--- config.mk ---
export PLATFORM = sky130hd
export DESIGN_NAME = regfile_mmio
export DESIGN_NICKNAME = d
export VERILOG_FILES = /design/src/rtl/regfile_mmio.sv
export SDC_FILE = /design/constraint.sdc
export NUM_CORES = 2
export LEC_CHECK = 0
export ABC_AREA = 1
export ABC_CLOCK_PERIOD_IN_PS = 5070
export CAP_MARGIN = 10
export CORE_AREA = 2 2 476 478
export CTS_BUF_LIST = sky130_fd_sc_hd__clkbuf_16
export CTS_CLUSTER_DIAMETER = 80
export DETAILED_ROUTE_END_ITERATION = 8
export DIE_AREA = 0 0 478 480
export SYNTH_ARGS = -nofsm -noshare
export SYNTH_HDL_FRONTEND = slang
export SYNTH_SLANG_ARGS = --single-unit
--- constraint.sdc ---
create_clock -name clock -period 5.07 [get_ports clock]
set_clock_uncertainty 0.2 [all_clocks]
set_input_delay 1.014 -clock clock [delete_from_list [all_inputs] [get_ports clock]]
set_output_delay 1.014 -clock clock [all_outputs]
set_load 0.05 [all_outputs]
--- src/rtl/regfile_mmio.sv ---
// regfile_mmio: CPU register file (1 write, 2 read ports) with hardware-loaded
// snapshot/sticky registers, a mutually exclusive slot register pair and
// three tap outputs for the game logic.
module regfile_mmio #(
    parameter int WIDTH = 32,
    parameter int ADDR_W = 5,
    parameter logic [(2**ADDR_W)-1:0] HW_MASK = 'h1CE,
    parameter logic [(2**ADDR_W)-1:0] STICKY_MASK = 'h00C,
    parameter int SLOT_A = 4,
    parameter int SLOT_B = 5,
    parameter int SLOT_BITS = 4,
    parameter int NSLOTS = 9,
    parameter int TAP0 = 4,
    parameter int TAP1 = 5,
    parameter int TAP2 = 9
) (
    input  logic                            clock,
    input  logic                            ctrl_reset,
    input  logic                            ctrl_writeEnable,
    input  logic [ADDR_W-1:0]               ctrl_writeReg,
    input  logic [WIDTH-1:0]                data_writeReg,
    input  logic [ADDR_W-1:0]               ctrl_readRegA,
    input  logic [ADDR_W-1:0]               ctrl_readRegB,
    output logic [WIDTH-1:0]                data_readRegA,
    output logic [WIDTH-1:0]                data_readRegB,
    input  logic [(2**ADDR_W)*WIDTH-1:0]    hw_write,
    output logic [WIDTH-1:0]                tap0,
    output logic [WIDTH-1:0]                tap1,
    output logic [WIDTH-1:0]                tap2,
    output logic                            slot_fixup
);

    localparam int NREGS = 2**ADDR_W;
    localparam logic [31:0] NSLOTS_U = NSLOTS;
    localparam logic [31:0] LAST_SLOT = NSLOTS - 1;

    logic [WIDTH-1:0] regs [NREGS];

    logic                 wr_slot;
    logic                 wr_fwd;
    logic [SLOT_BITS-1:0] req_field;
    logic [SLOT_BITS-1:0] peer_field;
    logic [SLOT_BITS-1:0] field_res;
    logic                 collide;
    logic [WIDTH-1:0]     slot_value;
    logic [WIDTH-1:0]     fwd_value;

    assign wr_slot = ctrl_writeEnable &&
                     (ctrl_writeReg == ADDR_W'(SLOT_A) || ctrl_writeReg == ADDR_W'(SLOT_B));

    // Resolve the slot field against the peer's stored field; an out-of-range
    // request parks at 0, a collision bumps to the next legal value.
    always_comb begin
        req_field  = data_writeReg[SLOT_BITS-1:0];
        peer_field = (ctrl_writeReg == ADDR_W'(SLOT_A)) ? regs[SLOT_B][SLOT_BITS-1:0]
                                                         : regs[SLOT_A][SLOT_BITS-1:0];
        collide    = 1'b0;
        field_res  = req_field;
        if (32'(req_field) >= NSLOTS_U) begin
            field_res = '0;
        end else if (req_field == peer_field) begin
            collide   = 1'b1;
            field_res = (32'(req_field) == LAST_SLOT) ? '0 : req_field + SLOT_BITS'(1);
        end
    end

    assign slot_value = {data_writeReg[WIDTH-1:SLOT_BITS], field_res};

    // Only CPU-owned registers forward; hardware registers and reg 0 show storage.
    assign wr_fwd    = ctrl_writeEnable && (ctrl_writeReg != '0) && !HW_MASK[ctrl_writeReg];
    assign fwd_value = wr_slot ? slot_value : data_writeReg;

    assign data_readRegA = (wr_fwd && ctrl_writeReg == ctrl_readRegA) ? fwd_value
                                                                       : regs[ctrl_readRegA];
    assign data_readRegB = (wr_fwd && ctrl_writeReg == ctrl_readRegB) ? fwd_value
                                                                       : regs[ctrl_readRegB];

    assign tap0 = regs[TAP0];
    assign tap1 = regs[TAP1];
    assign tap2 = regs[TAP2];

    // Register update: reset, then per-register hardware/CPU write policy.
    always_ff @(posedge clock) begin
        if (ctrl_reset) begin
            for (int i = 0; i < NREGS; i++) begin
                regs[i] <= '0;
            end
            slot_fixup <= 1'b0;
        end else begin
            for (int i = 0; i < NREGS; i++) begin
                if (i == 0) begin
                    regs[i] <= '0;
                end else if (HW_MASK[i] && STICKY_MASK[i]) begin
                    // Set wins over a same-cycle W1C on the same bit.
                    if (ctrl_writeEnable && ctrl_writeReg == ADDR_W'(i)) begin
                        regs[i] <= (regs[i] & ~data_writeReg) | hw_write[i*WIDTH +: WIDTH];
                    end else begin
                        regs[i] <= regs[i] | hw_write[i*WIDTH +: WIDTH];
                    end
                end else if (HW_MASK[i]) begin
                    regs[i] <= hw_write[i*WIDTH +: WIDTH];
                end else if (ctrl_writeEnable && ctrl_writeReg == ADDR_W'(i)) begin
                    if (i == SLOT_A || i == SLOT_B) begin
                        regs[i] <= slot_value;
                    end else begin
                        regs[i] <= data_writeReg;
                    end
                end
            end
            slot_fixup <= wr_slot && collide;
        end
    end

endmodule

[Word-level counts from Yosys, hierarchy flattened]
Memories as Yosys holds them, arrays and structs flattened.
Cells that the tools add are included.
Storage, ports and cells
  register bits: 1
  RAM bits: 1024
  bits in read-only memories: 32
  bits of input ports: 1074
  logic and storage cells: 248
  memories kept: 2
Cells by class
  add/subtract/negate cells: 1
  $lt $le $gt $ge: 2
  equal/unequal tests: 31
  multiplexer cells: 134
  bitwise logic cells: 41
  reduce and logical (&&, ||, !) cells: 36
Memories
  regs: depth 32, width 32, rd ports 7, clocked after Yosys merged registers in 0, wr ports 32, RTL line 37  | logic [WIDTH-1:0] regs [NREGS];
  (no name shown): depth 32, width 1, rd ports 1, clocked after Yosys merged registers in 0, wr ports 0, RTL line 70  | assign wr_fwd = ctrl_writeEnable && (ctrl_writeReg != '0) && !HW_MASK[ctrl_writeReg];
Operator list (number)
  $mux W32: 36
  $or A32 B32 Y32: 4
  $mux W1: 93
  $eq A5 B5 Y1 const B: 16
  $and A32 B32 Y32: 2
  $eq A5 B4 Y1 const B: 7
  $or A1 B1 Y1: 34
  $logic_and A1 B1 Y1: 33
  $not A32 Y32: 1
  $mux W4: 5
  $eq A5 B2 Y1 const B: 2
  $eq A5 B3 Y1 const B: 2
  $eq A5 B5 Y1: 2
  $lt A5 B6 Y1 const B: 1
  $reduce_bool A5 Y1: 1
  $add A4 B1 Y4 const B: 1
  $eq A4 B4 Y1: 1
  $eq A4 B4 Y1 const B: 1
  $ge A4 B4 Y1 const B: 1
  $logic_not A1 Y1: 1
  $logic_or A1 B1 Y1: 1

[Depth between registers and ports, before layout]
  depth in word-level cells: 7
  depth in mapped cells: 15
  mapped depth without buffers: 14

[Worst setup path before layout]
Ideal clock, no wire load.
  path kind: input to register
  start point: in ctrl_writeReg[3]
  end point: mem regs[24][0], enable pin
  library setup time: 470 ps
  arrival time: 3771 ps
  required time: 4400 ps
  path slack: 630 ps
  cell stages on the path: 5
  buffers on the path: 1
  path through: clkbuf_8 > inv_1 > nor2_1 > inv_1 > o31ai_1
RTL lines
  from (decl): RTL line 20  | input logic [ADDR_W-1:0] ctrl_writeReg,
  to (decl): RTL line 37

[Worst setup path after layout]
  start point: in ctrl_writeReg[0]
  end point: out data_readRegA[22]
On the way
  longest elaborated chain between the ends: 6
RTL lines
  $mem_v2 Z32 W1
  $mux W1 (implied by the code): RTL line 70
  $logic_not A1 Y1: RTL line 70
  $logic_and A1 B1 Y1: RTL line 70
  $logic_and A1 B1 Y1 *: RTL line 73  | assign data_readRegA = (wr_fwd && ctrl_writeReg == ctrl_readRegA) ? fwd_value
  $mux W32 *: RTL line 73
  to (decl): RTL line 24  | output logic [WIDTH-1:0] data_readRegA,
Every way passes the cells marked *; elsewhere a longest branch is shown, timed or not. The select of a mux whose other input is x is not followed.

==> flow_summary.json <==
{
  "clkPwrFrac_pct": 37.8,
  "seqPwrFrac_pct": 43.6,
  "synth_edf_count": 864,
  "dp_cells": 9280,
  "syn-mean-instance-area_um2": 8.69,
  "grt_pass1_vias": 46400,
  "netlist_area_um2": 52700,
  "drv_slew": 0,
  "p_switching_w": 0.00663,
  "r2r_cells": 7,
  "fillers": 23200,
  "gp_congestion": 0.974,
  "syn_to_final_growth_pct": 25.1,
  "post_drt_wl_per_cell_um": 24.3,
  "setup_ws_ns": -0.0214,
  "die_x_um": 478,
  "cts_root_buf": "clkbuf_16",
  "synthCells": 6061,
  "vias": 49400,
  "synthArstFlopShare_pct": 0,
  "preCtsSetupSlack_ns": 0.0549,
  "start_kind": "input port",
  "cts_buffers": 108,
  "via_per_inst": 5.21,
  "r2r_end": "slot_fixup",
  "synth_mux_area_share_pct": 0,
  "synthTopCellsByCount": "nand3_1, edfxtp_1, inv_1",
  "rows": 174,
  "yosysWarningCount": 0,
  "status": "finished with violations",
  "min_path_type": "in2reg",
  "synth.top_cell.area_share_pct": 49.2,
  "synth_cell_type_count": 36,
  "crit_type": "in2out",
  "die_area_um2": 229000,
  "setup_viol": 1,
  "clockBufferDepth": 3,
  "tritoncts": "done",
  "synth_xor_area_share_pct": 0.116,
  "synthAdderAreaFrac_pct": 0.0950,
  "r2r_setup_slack_ns": 3.11,
  "power_frac_comb_pct": 18.6,
  "p_sw_share_pct": 29.6,
  "crit_path_end": "data_readRegA[22]",
  "rsz0062_at_grt": "no",
  "yosysTopAreaCell": "edfxtp_1",
  "yosysMostFrequentCell": "nand3_1",
  "grt_pass1_wl_mm": 324,
  "cp.arrival_ns": 3.88,
  "hpwlAfterDp_mm": 154,
  "die_y_um": 480,
  "finalCriticalPeriod_ns": 5.09,
  "synth_compound_area_share_pct": 18.5,
  "post_synth_and_or_nand_nor_area_fraction_pct": 17.6,
  "layout-drive-gt1-share_pct": 9.01,
  "max_freq_mhz": 196,
  "start_util_pct": 23.5,
  "synth_top_family_by_area": "compound AO/OA/AOI/OAI gates",
  "placeableCoreArea_um2": 224000,
  "grtUsageTotal_pct": 19.2,
  "p_int_w": 0.0158,
  "layout.cells.non_filler": 9486,
  "clock_sinks": 993,
  "port-buffer-count": 402,
  "htree_levels": 3,
  "cp-end-kind": "output port",
  "synthFlopType": "edfxtp_1",
  "placed_cell_area_um2": 62100,
  "post_cts_buffers": 0,
  "worstReg2RegStart": "regs[5][1]",
  "finalInstanceArea_um2": 65900,
  "power.density_nw_per_um2": 340,
  "routed_wl_mm": 230,
  "firstDrtPassIters": 8,
  "peakVddDrop_mv": 0.267,
  "violations": "setup timing",
  "power_leakage_nw": 25.1,
  "clkLatencyLatePin_ns": 0.75,
  "hold_viol": 0,
  "maxCapViolCount": 0,
  "synth_seq_cells": 993,
  "ys_seq_area_share_pct": 54.1,
  "drc": 0,
  "fin_crit_sh_pct": 100,
  "critical_path_required_ns": 3.86,
  "tightestPinTransition_ns": 1.25,
  "max-slew-margin-rel_pct": 16.1,
  "grt_max_degree": 109,
  "grt-ovfl-total": 0,
  "total_power_w": 0.0224,
  "nets": 7476,
  "io_pins": 1235,
  "clk_pin_slew_ns": 0.07,
  "ant_nets": 0,
  "crit_fanout": 13,
  "antenna_found_initial": 6,
  "crit_start": "ctrl_writeReg[0]",
  "drt_iter0_drc": 7119,
  "netlist_top_cells_area": "edfxtp_1, nand3_1, o211ai_1"
}
-- cells by family after synthesis --
family                   Yosys count
AO/OA/AOI/OAI                   1666
buffers and inverters           1256
XOR/XNOR                           7
adder cells (fa/ha/maj)            4
other                              1
AND/OR/NAND/NOR                 2134
flip-flops                       993
-- registers in the layout, summed over array words and instances, names as in the netlist --
name        cells
slot_fixup      1
regs          992
-- cells in the final DEF (no fill, tap or decap), types with 6 or more instances in the layout --
| cell type | Yosys | routed |
|---|---|---|
| a21boi_0 | 64 | 64 |
| a21oi_1 | 441 | 441 |
| buf_12 | 0 | 121 |
| buf_2 | 148 | 7 |
| buf_4 | 16 | 234 |
| bufinv_16 | 0 | 15 |
| clkbuf_16 | 0 | 117 |
| clkdlybuf4s50_1 | 0 | 327 |
| clkinv_1 | 6 | 20 |
| clkinv_2 | 0 | 21 |
| conb_1 | 1 | 64 |
| dfxtp_1 | 129 | 129 |
| edfxtp_1 | 864 | 864 |
| inv_1 | 711 | 727 |
| inv_2 | 11 | 10 |
| inv_4 | 0 | 6 |
| inv_8 | 0 | 7 |
| nand2_1 | 577 | 570 |
| nand2_2 | 2 | 9 |
| nand3_1 | 900 | 900 |
| nand4_1 | 8 | 8 |
| nor2_1 | 625 | 624 |
| nor3_1 | 9 | 9 |
| o211ai_1 | 464 | 464 |
| o21ai_0 | 325 | 314 |
| o21ai_1 | 340 | 338 |
| o21ai_4 | 0 | 11 |
| o221ai_1 | 28 | 28 |
| xor2_1 | 7 | 7 |
-- worst min-delay path by stage --
stage	start	to	depth (start not counted)
floorplan	regs[2][31]	regs[2][31]	3
global placement	regs[2][9]	regs[2][9]	3
detailed placement	regs[2][24]	regs[2][24]	3
CTS	ctrl_reset	regs[8][1]	2
global route	ctrl_reset	regs[8][1]	2
finish	ctrl_reset	regs[8][1]	2
-- stage by stage --
step / setup TNS, ns / util, % / hold WS [ns]
after detailed placement: 0 / 27.7 / 0.542
after global routing: 0 / 29.4 / 0.547
after global placement: 0 / 27.7 / 0.538
final: -0.0214 / 29.4 / 0.544
after floorplan: 0 / - / 0.493
after CTS: 0 / 29.4 / 0.528
-- power groups by stage --
| stage | Combinational [W] | Sequential (W) | Clock, W |
|---|---|---|---|
| CTS | 0.00410 | 0.00976 | 0.00852 |
| global placement | 0.00403 | 0.00990 | 0 |
| finish | 0.00418 | 0.00977 | 0.00847 |
| global route | 0.00439 | 0.00982 | 0.00884 |
| detailed placement | 0.00409 | 0.00993 | 0 |
| floorplan | 0.00200 | 0.00999 | 0 |
-- layout make-up --
class	instances	area, µm²	area share (%)
clock inverters	88	847	1.29
well taps	2992	3740	5.68
diodes	1	2.50	0.00380
inverters	729	2780	4.21
flip-flops and latches	993	28500	43.3
clock buffers	117	2930	4.44
multi-input cells	3875	19600	29.7
repair buffers	691	7530	11.4
-- critical path, stage by stage --
cell and delay [ns]:
clkdlybuf4s50_1 0.72, nor2_4 0.15, inv_2 0.14, a22oi_1 0.09
a21oi_1 0.29, nand2_2 0.26, buf_12 0.24, buf_4 0.17
o21ai_1 0.53, buf_12 0.23
-- layer usage --
metal  GRT usage, %  vias up  wire [µm]
li1               -    21800          -
met1           23.5    23600      85100
met2           29.3     3326     101000
met3           3.95      694      24100
met4           15.1        4      20200
met5              0        -         26
-- repair_timing --
action | 4_1_cts | 5_1_grt
hold buffers | 0 | 0
resized for setup | 0 | 2
setup endpoints to repair | 0 | 2
Power figures use the tool's default switching activity.
